[config.mk]
export PLATFORM = sky130hd
export DESIGN_NAME = axis_sample_unpacker_flat
export DESIGN_NICKNAME = d
export VERILOG_FILES = /design/src/rtl/axis_sample_unpacker_if.sv /design/src/rtl/axis_sample_unpacker.sv /design/src/flat_wrapper.sv
export SDC_FILE = /design/constraint.sdc
export NUM_CORES = 1
export LEC_CHECK = 0
export CAP_MARGIN = 10
export CORE_ASPECT_RATIO = 0.9
export CORE_MARGIN = 2
export CORE_UTILIZATION = 51
export CTS_CLUSTER_DIAMETER = 100
export DETAILED_ROUTE_END_ITERATION = 10
export GPL_ROUTABILITY_DRIVEN = 0
export PLACE_DENSITY = 0.84
export SETUP_SLACK_MARGIN = 0.3
export SYNTH_ARGS = -nofsm -noshare
export SYNTH_HDL_FRONTEND = slang
export SYNTH_SLANG_ARGS = --single-unit
[constraint.sdc]
create_clock -name clk -period 4.05 [get_ports clk]
set_clock_uncertainty 0.1 [all_clocks]
set_input_delay 0.81 -clock clk [delete_from_list [all_inputs] [get_ports clk]]
set_output_delay 0.81 -clock clk [all_outputs]
set_load 0.02 [all_outputs]
[src/rtl/axis_sample_unpacker_if.sv]
// Bus bundles for axis_sample_unpacker.
//   unpacker_axis_if : AXI4-Stream beat channel (master = DMA source, slave = unpacker)
//   unpacker_fifo_if : FIFO write channel (master = unpacker, slave = FIFO)
interface unpacker_axis_if #(
  parameter int DATA_W = 32,
  parameter int KEEP_W = 4
);
  logic [DATA_W-1:0] tdata;
  logic [KEEP_W-1:0] tkeep;
  logic              tlast;
  logic              tvalid;
  logic              tready;

  modport master (output tdata, output tkeep, output tlast, output tvalid, input tready);
  modport slave  (input tdata, input tkeep, input tlast, input tvalid, output tready);
endinterface

interface unpacker_fifo_if #(
  parameter int DATA_W = 16
);
  logic [DATA_W-1:0] wr_data;
  logic              wr_en;
  logic              full;

  modport master (output wr_data, output wr_en, input full);
  modport slave  (input wr_data, input wr_en, output full);
endinterface

[src/rtl/axis_sample_unpacker.sv]
// axis_sample_unpacker: takes AXI4-Stream beats carrying CHANNELS packed
// samples and emits one FIFO write per sample, channel 0 first. A single
// holding register lets the next beat be accepted on the final write of the
// current one, so sustained throughput is CHANNELS cycles per beat.
// Optional feature macro: AXIS_SAMPLE_UNPACKER_LAST_MARK_EN adds the
// fifo_wr_last output marking the final sample of a tlast beat.
module axis_sample_unpacker #(
  parameter int AXIS_DATA_WIDTH = 32,
  parameter int AXIS_KEEP_WIDTH = 4,
  parameter int SAMPLE_WIDTH    = 16,
  parameter int CHANNELS        = 2,
  parameter int FIFO_DATA_WIDTH = 16,
  parameter int SIGN_EXTEND     = 1
) (
  input  logic                 clk,
  input  logic                 reset,
  unpacker_axis_if.slave       s_axis,
  unpacker_fifo_if.master      m_fifo,
`ifdef AXIS_SAMPLE_UNPACKER_LAST_MARK_EN
  output logic                 fifo_wr_last,
`endif
  output logic [15:0]          packet_count,
  output logic [31:0]          sample_count,
  output logic                 busy
);

  localparam int USED_W = CHANNELS * SAMPLE_WIDTH;
  localparam int IDX_W  = (CHANNELS > 1) ? $clog2(CHANNELS) : 1;
  localparam int MAX_W  = (FIFO_DATA_WIDTH > SAMPLE_WIDTH) ? FIFO_DATA_WIDTH : SAMPLE_WIDTH;
  localparam logic [IDX_W-1:0] LAST_IDX = IDX_W'(CHANNELS - 1);

  typedef enum logic {ST_IDLE, ST_UNPACK} state_t;

  // Widen (sign/zero) or narrow (keep MSBs) one sample to the FIFO word width.
  function automatic logic [FIFO_DATA_WIDTH-1:0] fn_resize(input logic [SAMPLE_WIDTH-1:0] s);
    logic signed [MAX_W-1:0] v;
    if (SIGN_EXTEND != 0) v = MAX_W'($signed(s));
    else                  v = MAX_W'($unsigned(s));
    if (FIFO_DATA_WIDTH >= SAMPLE_WIDTH) fn_resize = v[FIFO_DATA_WIDTH-1:0];
    else                                 fn_resize = v[MAX_W-1 -: FIFO_DATA_WIDTH];
  endfunction

  state_t                    r_state, w_state_nxt;
  logic [IDX_W-1:0]          r_idx, w_idx_nxt;
  logic [USED_W-1:0]         r_hold;
  logic                      r_last;
  logic [15:0]               r_packet_count;
  logic [31:0]               r_sample_count;
  logic                      w_tready, w_wr, w_final, w_load;
  logic [SAMPLE_WIDTH-1:0]   w_sample;
  logic [AXIS_DATA_WIDTH-1:0] w_tdata;
  logic [AXIS_KEEP_WIDTH-1:0] w_keep;
  logic                      w_unused;

  // tkeep and any tdata bits above the packed samples carry no information.
  assign w_tdata  = s_axis.tdata;
  assign w_keep   = s_axis.tkeep;
  assign w_unused = ^{w_tdata, w_keep};

  // Sequencer: next state, channel index, beat load and write strobes.
  always_comb begin
    w_tready    = 1'b1;
    w_wr        = 1'b0;
    w_final     = 1'b0;
    w_load      = 1'b0;
    w_state_nxt = r_state;
    w_idx_nxt   = r_idx;
    case (r_state)
      ST_IDLE: begin
        if (s_axis.tvalid) begin
          w_load      = 1'b1;
          w_idx_nxt   = '0;
          w_state_nxt = ST_UNPACK;
        end
      end
      ST_UNPACK: begin
        w_tready = (r_idx == LAST_IDX) && !m_fifo.full;
        w_wr     = !m_fifo.full && !reset;
        if (!m_fifo.full) begin
          if (r_idx == LAST_IDX) begin
            w_final   = !reset;
            w_idx_nxt = '0;
            if (s_axis.tvalid) w_load = 1'b1;
            else               w_state_nxt = ST_IDLE;
          end else begin
            w_idx_nxt = r_idx + 1'b1;
          end
        end
      end
      default: w_state_nxt = ST_IDLE;
    endcase
  end

  // Select the sample addressed by the channel index from the held beat.
  always_comb begin
    w_sample = '0;
    for (int c = 0; c < CHANNELS; c++) begin
      if (r_idx == IDX_W'(c)) w_sample = r_hold[c*SAMPLE_WIDTH +: SAMPLE_WIDTH];
    end
  end

  // State register.
  always_ff @(posedge clk or posedge reset) begin
    if (reset) r_state <= ST_IDLE;
    else       r_state <= w_state_nxt;
  end

  // Channel index and holding register; a new beat overwrites the held one.
  always_ff @(posedge clk or posedge reset) begin
    if (reset) begin
      r_idx  <= '0;
      r_hold <= '0;
      r_last <= 1'b0;
    end else begin
      r_idx <= w_idx_nxt;
      if (w_load) begin
        r_hold <= w_tdata[USED_W-1:0];
        r_last <= s_axis.tlast;
      end
    end
  end

  // Status counters: samples written, and packets whose tlast beat is fully written.
  always_ff @(posedge clk or posedge reset) begin
    if (reset) begin
      r_packet_count <= '0;
      r_sample_count <= '0;
    end else begin
      if (w_wr)            r_sample_count <= r_sample_count + 32'd1;
      if (w_final && r_last) r_packet_count <= r_packet_count + 16'd1;
    end
  end

  assign s_axis.tready  = w_tready;
  assign m_fifo.wr_en   = w_wr;
  assign m_fifo.wr_data = fn_resize(w_sample);
  assign packet_count   = r_packet_count;
  assign sample_count   = r_sample_count;
  assign busy           = (r_state == ST_UNPACK);
`ifdef AXIS_SAMPLE_UNPACKER_LAST_MARK_EN
  assign fifo_wr_last   = w_final && r_last;
`endif

endmodule

[src/flat_wrapper.sv]
// flat-port wrapper written by rule: the top's interface ports become plain ports
module axis_sample_unpacker_flat 
#(
  parameter int AXIS_DATA_WIDTH = 32,
  parameter int AXIS_KEEP_WIDTH = 4,
  parameter int SAMPLE_WIDTH    = 16,
  parameter int CHANNELS        = 2,
  parameter int FIFO_DATA_WIDTH = 16,
  parameter int SIGN_EXTEND     = 1
)
  (clk, reset, packet_count, sample_count, busy, s_axis_tdata, s_axis_tkeep, s_axis_tlast, s_axis_tvalid, s_axis_tready, m_fifo_wr_data, m_fifo_wr_en, m_fifo_full);
  unpacker_axis_if s_axis_i ();
  unpacker_fifo_if m_fifo_i ();
  input  logic clk;
  input  logic reset;
  output logic [15:0] packet_count;
  output logic [31:0] sample_count;
  output logic busy;
  input wire logic [$bits(s_axis_i.tdata)-1:0] s_axis_tdata;
  input wire logic [$bits(s_axis_i.tkeep)-1:0] s_axis_tkeep;
  input wire logic [$bits(s_axis_i.tlast)-1:0] s_axis_tlast;
  input wire logic [$bits(s_axis_i.tvalid)-1:0] s_axis_tvalid;
  output wire logic [$bits(s_axis_i.tready)-1:0] s_axis_tready;
  output wire logic [$bits(m_fifo_i.wr_data)-1:0] m_fifo_wr_data;
  output wire logic [$bits(m_fifo_i.wr_en)-1:0] m_fifo_wr_en;
  input wire logic [$bits(m_fifo_i.full)-1:0] m_fifo_full;
  assign s_axis_i.tdata = s_axis_tdata;
  assign s_axis_i.tkeep = s_axis_tkeep;
  assign s_axis_i.tlast = s_axis_tlast;
  assign s_axis_i.tvalid = s_axis_tvalid;
  assign s_axis_tready = s_axis_i.tready;
  assign m_fifo_wr_data = m_fifo_i.wr_data;
  assign m_fifo_wr_en = m_fifo_i.wr_en;
  assign m_fifo_i.full = m_fifo_full;
  axis_sample_unpacker #(.AXIS_DATA_WIDTH(AXIS_DATA_WIDTH), .AXIS_KEEP_WIDTH(AXIS_KEEP_WIDTH), .SAMPLE_WIDTH(SAMPLE_WIDTH), .CHANNELS(CHANNELS), .FIFO_DATA_WIDTH(FIFO_DATA_WIDTH), .SIGN_EXTEND(SIGN_EXTEND)) u_core (.clk(clk), .reset(reset), .s_axis(s_axis_i), .m_fifo(m_fifo_i), .packet_count(packet_count), .sample_count(sample_count), .busy(busy));
endmodule
==> flow_metrics.env <==
export IMPL_grt_pass1_wl_mm=13.6
export IMPL_cts_buffers=9
export IMPL_r2r_setup_slack_ps=1290
export IMPL_stdcell_area_um2=5020
export IMPL_maxCapViolCount=0
export IMPL_hp_start="u_core.packet_count[15]$_DFFE_PP0P_"
export IMPL_placed_cells=484
export IMPL_grt_usage=0.217
export IMPL_grt_overflow=0
export IMPL_maxSlewHeadroom=0.342
export IMPL_diodes=0
export IMPL_initial_core_util=0.526
export IMPL_finalSetupViolCount=0
export IMPL_start_kind="input port"
export IMPL_die_area_um2=7970
export IMPL_syn_inst=295
export IMPL_r2r_end="u_core.r_hold[0]$_DFFE_PP0P_"
export IMPL_mappedNetlistArea_um2=3710
export IMPL_synth_avg_cell_area_um2=12.6
export IMPL_routed_wl_mm=8.14
export IMPL_postCtsSetupBuffers=0
export IMPL_drive_above_1_share=0.182
export IMPL_synth_top_cell_area_share=0.560
export IMPL_finalHoldViolCount=0
export IMPL_post_dp_cell_area_um2=4820
export IMPL_cts_sinks=83
export IMPL_p_per_area_nw_per_um2=562
export IMPL_synth_cell_type_count=28
export IMPL_synthTopCellsByCount="83 x dfrtp_1, 50 x mux2_2, 40 x xnor2_1"
export IMPL_critPathMaxFanout=6
export IMPL_layout_cells_non_filler=500
export IMPL_ctsHoldBuffers=0
export IMPL_layout_nets=445
export IMPL_hpwl_mm=5.80
export IMPL_peakVddDrop_v=0.000367
export IMPL_rows=29
export IMPL_whs_path_depth=1
export IMPL_drt_iter0_markers=110
export IMPL_drc=0
export IMPL_area_growth_synth_to_final_pct=35.4
export IMPL_leakage_nw=2.07
export IMPL_cp_arrival_ps=2560
export IMPL_period_minus_slack_ps=3470
export IMPL_cts_root_buf="clkbuf_8"
export IMPL_clk_latency_ps=340
export IMPL_ys_warn_count=0
export IMPL_cts_tree="done"
export IMPL_tightest_slew_ps=986
export IMPL_critPathCaptureType="primary output"
export IMPL_timing_setup_tns_ps=0
export IMPL_synthTopCellsByArea="dfrtp_1 56%, mux2_2 15%, xnor2_1 9.5%"
export IMPL_grt_max_degree=58
export IMPL_avgViaCountPerCell=5.34
export IMPL_ant_nets=0
export IMPL_clk_path_buf_depth=2
export IMPL_io_buffers=103
export IMPL_core_area_um2=7040
export IMPL_path_clk_slew_ps=80
export IMPL_syn_num_nets=338
export IMPL_die_w_um=93.9
export IMPL_ctsResizeCount=0
export IMPL_synthFlopType="dfrtp_1"
export IMPL_wl_per_cell_um=16.3
export IMPL_ys_seq_elements=83
export IMPL_post_route_period_util=0.858
export IMPL_synth_edff_count=0
export IMPL_grt_pass1_vias=2822
export IMPL_first_pass_iters=4
export IMPL_r2r_cells=6
export IMPL_rsz0062_at_grt="false"
export IMPL_ios=108
export IMPL_crit_type="input port to primary output"
export IMPL_required_ps=3140
export IMPL_final_max_slew_violation_count=0
export IMPL_status="completed"
export IMPL_whs_endpoint="u_core.packet_count[15]$_DFFE_PP0P_"
export IMPL_fmax_mhz=288
export IMPL_yosys_area_top_type="dfrtp_1"
export IMPL_r2r_start="u_core.r_idx$_DFFE_PP0P_"
export IMPL_via_count=2668
export IMPL_synth_most_common_cell="dfrtp_1"
export IMPL_htreeDepth=3
export IMPL_antenna_found_initial=0
export IMPL_ys_seq_area_frac=0.560
export IMPL_chipHeight_um=84.9
export IMPL_async_flop_share=1.00
export IMPL_hold_class="register to register"
==> worst max path at each step <==
stage	start	slack [ps]	depth (start not counted)	to
floorplan	reset	1000	1	u_core.busy$_DFF_PP0_
global placement	m_fifo_full	600	4	m_fifo_wr_en
detailed placement	m_fifo_full	580	4	m_fifo_wr_en
CTS	m_fifo_full	580	4	m_fifo_wr_en
global route	m_fifo_full	500	4	m_fifo_wr_en
finish	m_fifo_full	580	4	m_fifo_wr_en
==> placed cells by master (no fill, tap or decap) <==
cell             instances
ha_1                     2
xnor2_1                 40
nand3_1                 21
and3_1                   9
nand4_1                 18
nand4bb_1                1
bufinv_16                1
nor4_1                   2
and4_1                   4
clkinvlp_4               2
nor2_1                   7
dfrtp_1                 83
nor3_2                   2
clkbuf_8                10
clkinv_2                 3
or2b_1                   1
o21ai_0                  2
nand2b_1                 2
inv_1                    3
mux2_2                  50
or3b_1                   1
clkbuf_1                 2
buf_4                    4
nor3_4                   1
clkdlybuf4s50_1        103
nand2_1                 20
and4_4                   1
nor3_1                   2
xor2_1                   6
and2_1                   4
==> per-layer routing <==
metal,vias up,part of all wire,GRT usage
met1,1343,0.43,0.272
met3,10,0.047,0.0622
met5,-,0,0
li1,1242,-,-
met4,0,0.011,0.0632
met2,73,0.51,0.367
==> power breakdown <==
part / total (mW) / switching [mW] / internal, mW
Clock: 0.586 / 0.284 / 0.301
Combinational: 1.04 / 0.456 / 0.586
Sequential: 1.19 / 0.152 / 1.04
==> cell families after synthesis <==
| kind of cell | share of synthesized area |
|---|---|
| AO/OA/AOI/OAI | 0.00270 |
| XOR/XNOR | 0.109 |
| multiplexers | 0.152 |
| flip-flops | 0.560 |
| adder cells (fa/ha/maj) | 0.00675 |
| buffers and inverters | 0.0223 |
| AND/OR/NAND/NOR | 0.147 |
==> registers in the layout, summed over array words and instances, names as in the netlist <==
name                 count
u_core.r_hold           32
u_core.sample_count     32
u_core.packet_count     16
u_core.busy              1
u_core.r_idx             1
u_core.r_last            1
==> cell type report <==
| type | instances | area [um2] |
|---|---|---|
| multi-input combinational | 196 | 1550 |
| clock inverter | 4 | 50.0 |
| fill | 536 | 2020 |
| clock buffer | 12 | 145 |
| tap | 93 | 116 |
| sequential | 83 | 2080 |
| inverter | 5 | 21.3 |
| timing repair buffer | 107 | 1060 |
==> worst max-delay path, cell delays in order <==
cell             delay [ps]
clkdlybuf4s50_1         450
or3b_1                  540
clkinv_2                130
clkdlybuf4s50_1         630
==> metrics by stage <==
step | util | setup slack (ps) | total power, mW | hold WS (ps)
floorplan | - | 1000 | 1.79 | 375
global placement | 0.685 | 599 | 2.21 | 362
detailed placement | 0.685 | 578 | 2.26 | 366
CTS | 0.713 | 575 | 2.85 | 377
global route | 0.713 | 501 | 2.97 | 386
finish | 0.713 | 576 | 2.82 | 370
Power figures use the tool's default switching activity.
